File: src/rtl/mac_pkg.sv
// Shared types and constants for the INT8 dot-product sequencer.
package mac_pkg;

    typedef enum logic [2:0] {
        IDLE  = 3'd0,
        FETCH = 3'd1,
        RUN   = 3'd2,
        DRAIN = 3'd3,
        HOLD  = 3'd4
    } state_t;

    localparam int DRAIN_CYCLES   = 2;
    localparam int MAC_PIPE_DEPTH = 2;
    localparam int INT8_MIN       = -128;
    localparam int INT8_MAX       = 127;

endpackage

File: src/rtl/mac_requant.sv
// Combinational requantizer: arithmetic shift with round-half-up, optional ReLU,
// then saturation to a signed DATA_WIDTH value.
module mac_requant
    import mac_pkg::*;
#(
    parameter int DATA_WIDTH = 8,
    parameter int ACC_WIDTH  = 32
) (
    input  logic signed [ACC_WIDTH-1:0]  acc,
    input  logic        [4:0]            shift,
    input  logic                         relu,
    output logic signed [DATA_WIDTH-1:0] q
);

    localparam logic signed [ACC_WIDTH:0] Q_MAX = (ACC_WIDTH+1)'(2**(DATA_WIDTH-1) - 1);
    localparam logic signed [ACC_WIDTH:0] Q_MIN = (ACC_WIDTH+1)'(-(2**(DATA_WIDTH-1)));

    // One extra bit of headroom so the round increment cannot wrap.
    function automatic logic signed [DATA_WIDTH-1:0] requant(
        input logic signed [ACC_WIDTH-1:0] a,
        input logic        [4:0]           sh,
        input logic                        rl
    );
        logic signed [ACC_WIDTH:0] ext;
        logic signed [ACC_WIDTH:0] y;
        logic                      rnd;
        ext = (ACC_WIDTH+1)'(a);
        y   = ext >>> sh;
        rnd = (sh != 5'd0) ? a[sh - 5'd1] : 1'b0;
        y   = y + {{ACC_WIDTH{1'b0}}, rnd};
        if (rl && (y < 0))
            y = '0;
        if (y > Q_MAX)
            y = Q_MAX;
        else if (y < Q_MIN)
            y = Q_MIN;
        return DATA_WIDTH'(y);
    endfunction

    assign q = requant(acc, shift, relu);

endmodule

File: src/rtl/mac_seq_ctrl.sv
// Dot-product sequencer: streams operand pairs from two SRAMs into a 2-stage MAC,
// drains it, captures the sum and hands back raw and requantized results.
module mac_seq_ctrl
    import mac_pkg::*;
#(
    parameter int DATA_WIDTH = 8,
    parameter int ACC_WIDTH  = 32,
    parameter int ADDR_WIDTH = 10,
    parameter int LEN_WIDTH  = 11
) (
    input  logic                         clk,
    input  logic                         rst,
    input  logic                         cmd_valid,
    output logic                         cmd_ready,
    input  logic        [ADDR_WIDTH-1:0] cmd_act_base,
    input  logic        [ADDR_WIDTH-1:0] cmd_wgt_base,
    input  logic        [LEN_WIDTH-1:0]  cmd_len,
    input  logic        [4:0]            cmd_shift,
    input  logic                         cmd_relu,
    output logic                         act_rd_en,
    output logic        [ADDR_WIDTH-1:0] act_rd_addr,
    input  logic signed [DATA_WIDTH-1:0] act_rd_data,
    output logic                         wgt_rd_en,
    output logic        [ADDR_WIDTH-1:0] wgt_rd_addr,
    input  logic signed [DATA_WIDTH-1:0] wgt_rd_data,
    output logic signed [DATA_WIDTH-1:0] mac_a,
    output logic signed [DATA_WIDTH-1:0] mac_b,
    output logic                         mac_enable,
    output logic                         mac_accumulate,
    input  logic signed [ACC_WIDTH-1:0]  mac_result,
    input  logic                         mac_valid,
    output logic                         res_valid,
    input  logic                         res_ready,
    output logic signed [ACC_WIDTH-1:0]  res_acc,
    output logic signed [DATA_WIDTH-1:0] res_q,
    output logic                         busy
);

    state_t                  state, state_nxt;
    logic [ADDR_WIDTH-1:0]   act_base_r, wgt_base_r;
    logic [LEN_WIDTH-1:0]    len_r, elem_cnt, next_idx;
    logic [4:0]              shift_r;
    logic                    relu_r;
    logic [1:0]              en_seen;
    logic                    res_valid_r;
    logic signed [ACC_WIDTH-1:0] res_acc_r;
    logic                    cmd_fire, run_last, drain_last;
    logic                    unused_mac_valid;

    assign unused_mac_valid = mac_valid;
    assign cmd_fire   = cmd_valid && (state == IDLE);
    assign next_idx   = elem_cnt + LEN_WIDTH'(1);
    assign run_last   = (elem_cnt == len_r - LEN_WIDTH'(1));
    assign drain_last = (elem_cnt == LEN_WIDTH'(DRAIN_CYCLES - 1));

    always_ff @(posedge clk or posedge rst) begin
        if (rst)
            state <= IDLE;
        else
            state <= state_nxt;
    end

    always_comb begin
        state_nxt      = state;
        cmd_ready      = 1'b0;
        busy           = 1'b1;
        act_rd_en      = 1'b0;
        wgt_rd_en      = 1'b0;
        act_rd_addr    = '0;
        wgt_rd_addr    = '0;
        mac_a          = '0;
        mac_b          = '0;
        mac_enable     = 1'b0;
        case (state)
            IDLE: begin
                cmd_ready = 1'b1;
                busy      = 1'b0;
                if (cmd_valid)
                    state_nxt = (cmd_len == '0) ? HOLD : FETCH;
            end
            FETCH: begin
                act_rd_en   = 1'b1;
                wgt_rd_en   = 1'b1;
                act_rd_addr = act_base_r;
                wgt_rd_addr = wgt_base_r;
                state_nxt   = RUN;
            end
            RUN: begin
                mac_enable = 1'b1;
                mac_a      = act_rd_data;
                mac_b      = wgt_rd_data;
                // Prefetch element i+1 so its data lands in the next RUN cycle.
                if (next_idx < len_r) begin
                    act_rd_en   = 1'b1;
                    wgt_rd_en   = 1'b1;
                    act_rd_addr = act_base_r + next_idx[ADDR_WIDTH-1:0];
                    wgt_rd_addr = wgt_base_r + next_idx[ADDR_WIDTH-1:0];
                end
                if (run_last)
                    state_nxt = DRAIN;
            end
            DRAIN: begin
                mac_enable = 1'b1;
                if (drain_last)
                    state_nxt = HOLD;
            end
            HOLD: begin
                if (res_valid_r && res_ready)
                    state_nxt = IDLE;
            end
            default: state_nxt = IDLE;
        endcase
        // The first product must load, not add to whatever the MAC held before.
        mac_accumulate = mac_enable && (en_seen == 2'(MAC_PIPE_DEPTH));
    end

    always_ff @(posedge clk or posedge rst) begin
        if (rst) begin
            act_base_r  <= '0;
            wgt_base_r  <= '0;
            len_r       <= '0;
            shift_r     <= '0;
            relu_r      <= 1'b0;
            elem_cnt    <= '0;
            en_seen     <= '0;
            res_valid_r <= 1'b0;
            res_acc_r   <= '0;
        end else begin
            if (cmd_fire) begin
                act_base_r <= cmd_act_base;
                wgt_base_r <= cmd_wgt_base;
                len_r      <= cmd_len;
                shift_r    <= cmd_shift;
                relu_r     <= cmd_relu;
                elem_cnt   <= '0;
                en_seen    <= '0;
            end else begin
                if (state == RUN)
                    elem_cnt <= run_last ? '0 : next_idx;
                else if (state == DRAIN)
                    elem_cnt <= next_idx;
                if (mac_enable && (en_seen != 2'(MAC_PIPE_DEPTH)))
                    en_seen <= en_seen + 2'd1;
            end
            // Result capture: sum sampled on first HOLD cycle, valid raised the next.
            if (state == HOLD) begin
                if (!res_valid_r) begin
                    res_acc_r   <= (len_r == '0) ? '0 : mac_result;
                    res_valid_r <= 1'b1;
                end else if (res_ready) begin
                    res_valid_r <= 1'b0;
                end
            end
        end
    end

    assign res_valid = res_valid_r;
    assign res_acc   = res_acc_r;

    mac_requant #(
        .DATA_WIDTH (DATA_WIDTH),
        .ACC_WIDTH  (ACC_WIDTH)
    ) u_requant (
        .acc   (res_acc_r),
        .shift (shift_r),
        .relu  (relu_r),
        .q     (res_q)
    );

endmodule

File: config.mk
export PLATFORM = sky130hd
export DESIGN_NAME = mac_seq_ctrl
export DESIGN_NICKNAME = d
export VERILOG_FILES = /design/src/rtl/mac_pkg.sv /design/src/rtl/mac_requant.sv /design/src/rtl/mac_seq_ctrl.sv
export SDC_FILE = /design/constraint.sdc
export NUM_CORES = 1
export LEC_CHECK = 0
export CORE_MARGIN = 3
export CORE_UTILIZATION = 53
export DETAILED_ROUTE_END_ITERATION = 7
export HOLD_SLACK_MARGIN = 0.1
export PLACE_DENSITY = 0.8
export SLEW_MARGIN = 30
export SYNTH_ARGS = -nofsm -noshare
export SYNTH_HDL_FRONTEND = slang
export SYNTH_SLANG_ARGS = --single-unit
File: constraint.sdc
create_clock -name clk -period 5.8 [get_ports clk]
set_input_delay 0.87 -clock clk [delete_from_list [all_inputs] [get_ports clk]]
set_output_delay 0.87 -clock clk [all_outputs]
set_load 0.02 [all_outputs]
==> results.md, run 1 <==
- Status: complete, no violations
- Filler cell count: 1263
- Post-synth top area share: 0.252
- Clk_lat worst skew: 0.35 ns
- Hold Path Cell Cnt: 1
- Hold Path Class: register to register
- Cell Area, Synth: 0.00855 mm²
- Final clock skew: 0.00665 ns
- Routed len/inst: 21.0 µm
- Commonest register cell after synthesis: dfrtp_1
- Final setup fails: 0
- GR Util met2: 0.511
- Most crowded layer after global routing: met2
- NumNets Final: 1216
- R2R depth: 10
- F_max: 176 MHz
- Slew @ Worst Pin: 0.962 ns
- Maximum vdd drop: 153 µV
- Worst reg2reg endpoint: elem_cnt[8]
- Vias per Instance: 6.39
- H-tree Lvls: 3
- Syn_area_per_cell: 9.26 µm²
- CTS sink cnt: 86
- Global routing usage on met3: 0.0468
- GPL Wtd Cong: 0.966
- Placed inst area: 0.0106 mm²
- Multi-input gate area: 0.00605 mm²
- Async S/R FF share, synth: 1.00
- R2R Path Start: len_r[2]
- TritonCTS Buffers: 9
- Synth cell types: 80
- Clock buffer depth: 2
- Via count: 8314
- PortBufs: 171
- Core box area: 0.0155 mm²
- Final instance area: 0.0110 mm²
- Critical path capture point type: primary output
- Most frequent cell after synthesis: dfrtp_1
- Hold EP: en_seen[0]
- Die width: 133 µm
- Cell types with the highest counts after synthesis: 86 x dfrtp_1, 75 x nand2_1, 52 x a22o_1, 49 x nor2_1, 47 x xnor2_1
- Final period util: 0.981
- Final worst path period need: 5.69 ns
- Largest net degree at the start of global routing: 59
- Die H: 133 µm
- Seq/Total Area, Yosys: 0.252
- Leakage power total: 4.84 nW
- Antenna violations before repair: 0
- Drt first pass iters: 7
- Worst Hold Launch: en_seen[0]
- TritonCTS clock tree: built
- Ports: 173
- YS warnings: 0
- Unrepaired setup endpoints after global routing: yes
- PwrDens: 121 mW/mm²
- CP Launch Type: register
- Vias in the first global route: 7842
- Crit-path max FO: 28
- FF+latch area: 0.00216 mm²
- Critical path data arrival time: 4.82 ns
- Gr usage total: 0.302
- Initial Utilization: 0.552
- Die area: 0.0177 mm²
- Initial DRC count: 829
- Ant. Diodes: 0
- Hold violation count in the final report: 0
- Post-DRT Antenna Nets: 0
- Largest area contributor in the netlist: dfrtp_1
- Critical path class: register to primary output
- Reg-to-reg slack, setup: 3.00 ns
- HPWL Detailed: 20200 µm
- Final Max Slew Viols: 0
- Site row count: 45
- Layout cell share with drive strength beyond 1: 0.152
- Max_cap viols: 0
- GR Util met1: 0.389
- Critical path required time: 4.93 ns
- Min Hold Slack: 0.509 ns
- Grt ovf: 0
- Clock Tree Root: clkbuf_16
- Rel. slew slack: 0.356
- Post-synth EDFFs: 0
- Global-route wire length before repair: 42800 µm
- Mapped Nets: 1052
- Drt total wl: 27300 µm
- Drc violations: 0
- #FFs+latches synth: 86
- Top cells by area, synth: dfrtp_1 25%, mux4_2 10%, ha_1 5.4%
- Fin util: 0.711
- Post-Syn Instances: 923
- Area delta synth->final: 28.8%
- Worst-path clk slew: 0.06 ns
critical path, cell delays in order (launching register included):
cell and delay [ns]:
dfrtp_2 0.45, buf_12 0.19, mux2i_1 0.18, mux4_2 0.56
mux4_2 0.55, a2111o_1 0.41, nor4_4 0.30, nand4_4 0.22
or2_1 0.31, o32ai_1 0.28, and4b_1 0.24, a41oi_2 0.21
o21bai_1 0.22, dlygate4sd2_1 0.33
worst max-delay path by stage:
stage / start / to / cells past startpoint
5_1_grt: shift_r[0] / res_q[4] / 17
3_3_place_gp: shift_r[1] / res_q[6] / 17
3_5_place_dp: shift_r[1] / res_q[5] / 17
4_1_cts: shift_r[1] / res_q[5] / 18
2_1_floorplan: shift_r[1] / res_q[2] / 20
6_report: shift_r[1] / res_q[4] / 13
per-layer routing:
metal	share of wire	up-vias
met3	0.075	91
met5	0	-
li1	-	3799
met2	0.49	424
met4	0.040	0
met1	0.39	4000
cell usage in the layout, fill, tap and decap left out, drive strengths merged, types with 20 or more instances in the layout:
| master | n |
|---|---|
| xor2 | 20 |
| dfrtp | 86 |
| buf | 41 |
| o21ai | 44 |
| nand2 | 75 |
| a21oi | 25 |
| nor2 | 49 |
| inv | 44 |
| mux2 | 37 |
| mux4 | 39 |
| nand3 | 20 |
| a22o | 52 |
| ha | 37 |
| mux2i | 30 |
| xnor2 | 47 |
| clkdlybuf4s50 | 164 |
| nor3 | 21 |
per-stage QoR:
| stage | std cells | TNS (ns) | setup slack (ns) | power (mW) |
|---|---|---|---|---|
| 3_3_place_gp | 1282 | 0 | 0.215 | 0.709 |
| 6_report | 1302 | 0 | 0.111 | 1.33 |
| 4_1_cts | 1299 | 0 | 0.0421 | 1.34 |
| 5_1_grt | 1302 | -0.160 | -0.0539 | 1.36 |
| 3_5_place_dp | 1282 | 0 | 0.115 | 0.710 |
| 2_1_floorplan | 923 | 0 | 0.174 | 0.632 |
sequential cells by signal (all words and copies together) (netlist names):
name,count
elem_cnt,11
res_valid,1
state,3
relu_r,1
en_seen,2
len_r,11
wgt_base_r,10
shift_r,5
act_base_r,10
res_acc,32
repair_timing:
item,in CTS,in global routing
gates cloned,1,0
pin swaps,3,1
resized for setup,13,19
setup endpoints to repair,7,7
hold buffers,0,0
setup buffers,1,3
report_power, final:
part / internal (mW) / total, mW / leakage [nW] / switching, mW
clock network: 0.388 / 0.633 / 0.153 / 0.245
logic: 0.0645 / 0.0983 / 3.61 / 0.0338
registers: 0.600 / 0.600 / 1.07 / 0
total: 1.05 / 1.33 / 4.84 / 0.278
logic make-up after synthesis:
group                      share of synthesized area
muxes                                          0.187
xor gates and xnor gates                      0.0686
AOI/OAI and AO/OA                              0.201
DFF                                            0.252
and+or+nand+nor                                0.182
buffers and inverters                         0.0514
adders and majority gates                     0.0588
final cells by class:
class,count,share of cell area
clock buffers,12,0.0224
clock inverters,3,0.00625
inverters,45,0.0158
multi-input cells,732,0.549
flip-flops and latches,86,0.196
well taps,211,0.0240
repair buffers,213,0.186
Note: power is estimated with default switching activity, not from simulation.
==> run 2: changes to the inputs <==
CELL_PAD_IN_SITES_DETAIL_PLACEMENT = 0   (was default)
CELL_PAD_IN_SITES_GLOBAL_PLACEMENT = 1   (was default)
CORE_UTILIZATION = 40   (was 53)
==> run 2 against run 1 <==
Via count is 2.5% lower. Critical path depth rose by 7. Die area rose by 31%. Core utilization decreased by 16 points. Clock-buffer cell count is 3 lower. Cell count grew 6.0%. Clock power is 12% lower. Worst setup slack gained 0.027 ns. Hold slack worse by 0.0025 ns. Sequential cell count did not move. Sequential share of layout area shrank 0.46 points. First-iteration DRC count down 29%. Critical path type unchanged. Critical endpoint is now res_q[6].
==> results.md, run 2 (same netlist as run 1, synthesis figures left out) <==
- Worst path slowest cell: dfrtp_2 (was mux4_2)
- Initial Utilization: 0.415 (was 0.552)
- Crit-path max FO: 7 (was 28)
- Drt total wl: 27600 µm (was 27300 µm)
- Drt first pass iters: 5 (was 7)
- TritonCTS clock tree: built (unchanged)
- WL met1: 11700 µm (was 10800 µm)
- PortBufs: 171 (unchanged)
- Min Hold Slack: 0.507 ns (was 0.509 ns)
- Antenna violations before repair: 0 (unchanged)
- Routed wl met3: 1670 µm (was 2030 µm)
- PwrDens: 111 mW/mm² (was 121 mW/mm²)
- Critical path required time: 4.93 ns (about the same)
- Hold Path Class: register to register (unchanged)
- Met2 wire length: 13400 µm (about the same)
- Grt ovf: 0 (unchanged)
- Drc violations: 0 (unchanged)
- Worst-path clk slew: 0.06 ns (about the same)
- Largest net degree at the start of global routing: 60 (was 59)
- Layout cell share with drive strength beyond 1: 0.173 (was 0.152)
- Site row count: 52 (was 45)
- Most used cell, CP: buf_4 (was mux4_2)
- Placed inst area: 0.0107 mm² (was 0.0106 mm²)
- Worst reg2reg endpoint: elem_cnt[6] (was elem_cnt[8])
- Hold-fix buffer count after cts: 0 (unchanged)
- CP max stage delay: 0.47 ns (was 0.56 ns)
- Ports: 173 (unchanged)
- Max_cap viols: 0 (unchanged)
- HPWL Detailed: 20900 µm (was 20200 µm)
- Final setup fails: 0 (unchanged)
- Initial DRC count: 585 (was 829)
- Reg-to-reg slack, setup: 3.13 ns (was 3.00 ns)
- Final worst path period need: 5.66 ns (was 5.69 ns)
- Die area: 0.0232 mm² (was 0.0177 mm²)
- R2R depth: 10 (unchanged)
- Post-DRT Antenna Nets: 0 (unchanged)
- Vias in the first global route: 7910 (was 7842)
- NumNets Final: 1233 (was 1216)
- Maximum vdd drop: 133 µV (was 153 µV)
- Hold violation count in the final report: 0 (unchanged)
- Clock Tree Root: clkbuf_16 (unchanged)
- CP Capture Point: res_q[6] (was res_q[4])
- Filler cell count: 1871 (was 1263)
- Slew @ Worst Pin: 0.927 ns (was 0.962 ns)
- Critical path cell sequence: buf_4 > nor2_1 > a21oi_1 > nor2_2 > mux4_2 > mux2i_1 > a21oi_2 > ha_1 > ha_2 > o221ai_2 > nor4_4 > nand4_4 > nor3_2 > mux2_2 > nor4_2 > a31oi_2 > buf_4 > buf_4 > o21bai_1 > clkdlybuf4s15_2 (was buf_12 > mux2i_1 > mux4_2 > mux4_2 > a2111o_1 > nor4_4 > nand4_4 > or2_1 > o32ai_1 > and4b_1 > a41oi_2 > o21bai_1 > dlygate4sd2_1)
- Die H: 152 µm (was 133 µm)
- F_max: 177 MHz (was 176 MHz)
- Final clock skew: 0.0110 ns (was 0.00665 ns)
- Rel. slew slack: 0.372 (was 0.356)
- Global-route wire length before repair: 43700 µm (was 42800 µm)
- Most common cell after layout, fill and taps aside: clkdlybuf4s50_1 (unchanged)
- Via count: 8109 (was 8314)
- Area delta synth->final: 31.8% (was 28.8%)
- Clock buffer depth: 2 (unchanged)
- Top Layer Used: met4 (unchanged)
- Leakage power total: 4.93 nW (was 4.84 nW)
- R2R Path Start: len_r[2] (unchanged)
- Crit path from: shift_r[0] (was shift_r[1])
- Final period util: 0.976 (was 0.981)
- Final instance area: 0.0113 mm² (was 0.0110 mm²)
- Largest register FFs: 32 (unchanged)
- TritonCTS Buffers: 9 (unchanged)
- Critical path data arrival time: 4.79 ns (was 4.82 ns)
- GPL Wtd Cong: 0.919 (was 0.966)
- Most frequent cells in the layout: 164 x clkdlybuf4s50_1, 83 x dfrtp_1, 75 x nand2_1, 54 x buf_4, 52 x a22o_1 (was 164 x clkdlybuf4s50_1, 83 x dfrtp_1, 75 x nand2_1, 52 x a22o_1, 48 x nor2_1)
- CTS sink cnt: 86 (unchanged)
- Vias per Instance: 5.88 (was 6.39)
- Critical path capture point type: primary output (unchanged)
- Routed len/inst: 20.0 µm (was 21.0 µm)
- CP Launch Type: register (unchanged)
- Fin util: 0.547 (was 0.711)
- Worst Hold Launch: en_seen[0] (unchanged)
- H-tree Lvls: 3 (unchanged)
- Status: complete, no violations (unchanged)
- Critical path class: register to primary output (unchanged)
- Die width: 152 µm (was 133 µm)
- Final Max Slew Viols: 0 (unchanged)
- Core box area: 0.0206 mm² (was 0.0155 mm²)
- Gr usage total: 0.231 (was 0.302)
- Clk_lat worst skew: 0.35 ns (about the same)
[run 2: cell type report]
cell class	instances	area, µm²	area share
diodes	1	2.50	0.000222
well taps	270	338	0.0300
repair buffers	230	2220	0.197
flip-flops and latches	86	2160	0.191
inverters	45	174	0.0154
clock inverters	7	58.8	0.00522
clock buffers	9	225	0.0200
multi-input cells	732	6100	0.541
[run 2: layer usage]
metal	global-route usage	up-vias
met4	0.0783	0
met1	0.295	3931
met2	0.390	293
met5	0	-
met3	0.0471	51
li1	-	3834
[run 2: worst max-delay path, delay by kind of cell, from the launching register on]
| kind | cells | cell delay, ns |
|---|---|---|
| AOI/OAI and AO/OA | 5 | 0.74 |
| adders and majority gates | 2 | 0.42 |
| buffers and inverters | 4 | 0.76 |
| DFF | 1 | 0.47 |
| muxes | 3 | 0.72 |
| and+or+nand+nor | 6 | 1.32 |
[run 2: worst min-delay path by stage]
| stage | endpoint | slack (ns) | cells past startpoint |
|---|---|---|---|
| floorplan | en_seen[0] | 0.46 | 1 |
| global placement | en_seen[0] | 0.48 | 1 |
| detailed placement | en_seen[0] | 0.50 | 1 |
| CTS | en_seen[0] | 0.52 | 1 |
| global route | en_seen[0] | 0.53 | 1 |
| finish | en_seen[0] | 0.51 | 1 |
[run 2: report_power, final]
part / total [mW] / switching [mW] / internal (mW)
registers: 0.599 / 0 / 0.599
logic: 0.0985 / 0.0340 / 0.0645
clock network: 0.557 / 0.261 / 0.296
[run 2: per-stage QoR]
step | setup slack [ns] | cells | power (mW) | setup TNS, ns
3_5_place_dp | -0.0379 | 1345 | 0.711 | -0.0960
6_report | 0.137 | 1380 | 1.26 | 0
2_1_floorplan | 0.174 | 923 | 0.632 | 0
3_3_place_gp | 0.0615 | 1345 | 0.710 | 0
5_1_grt | -0.0713 | 1379 | 1.31 | -0.248
4_1_cts | -0.00598 | 1365 | 1.28 | -0.00598
[run 2: timing repair]
item                                    4_1_cts  5_1_grt
endpoints found under the setup margin        7        7
pin swaps                                     3        7
resized for setup                            18       20
gates cloned                                  0        2
setup buffers                                 4       12
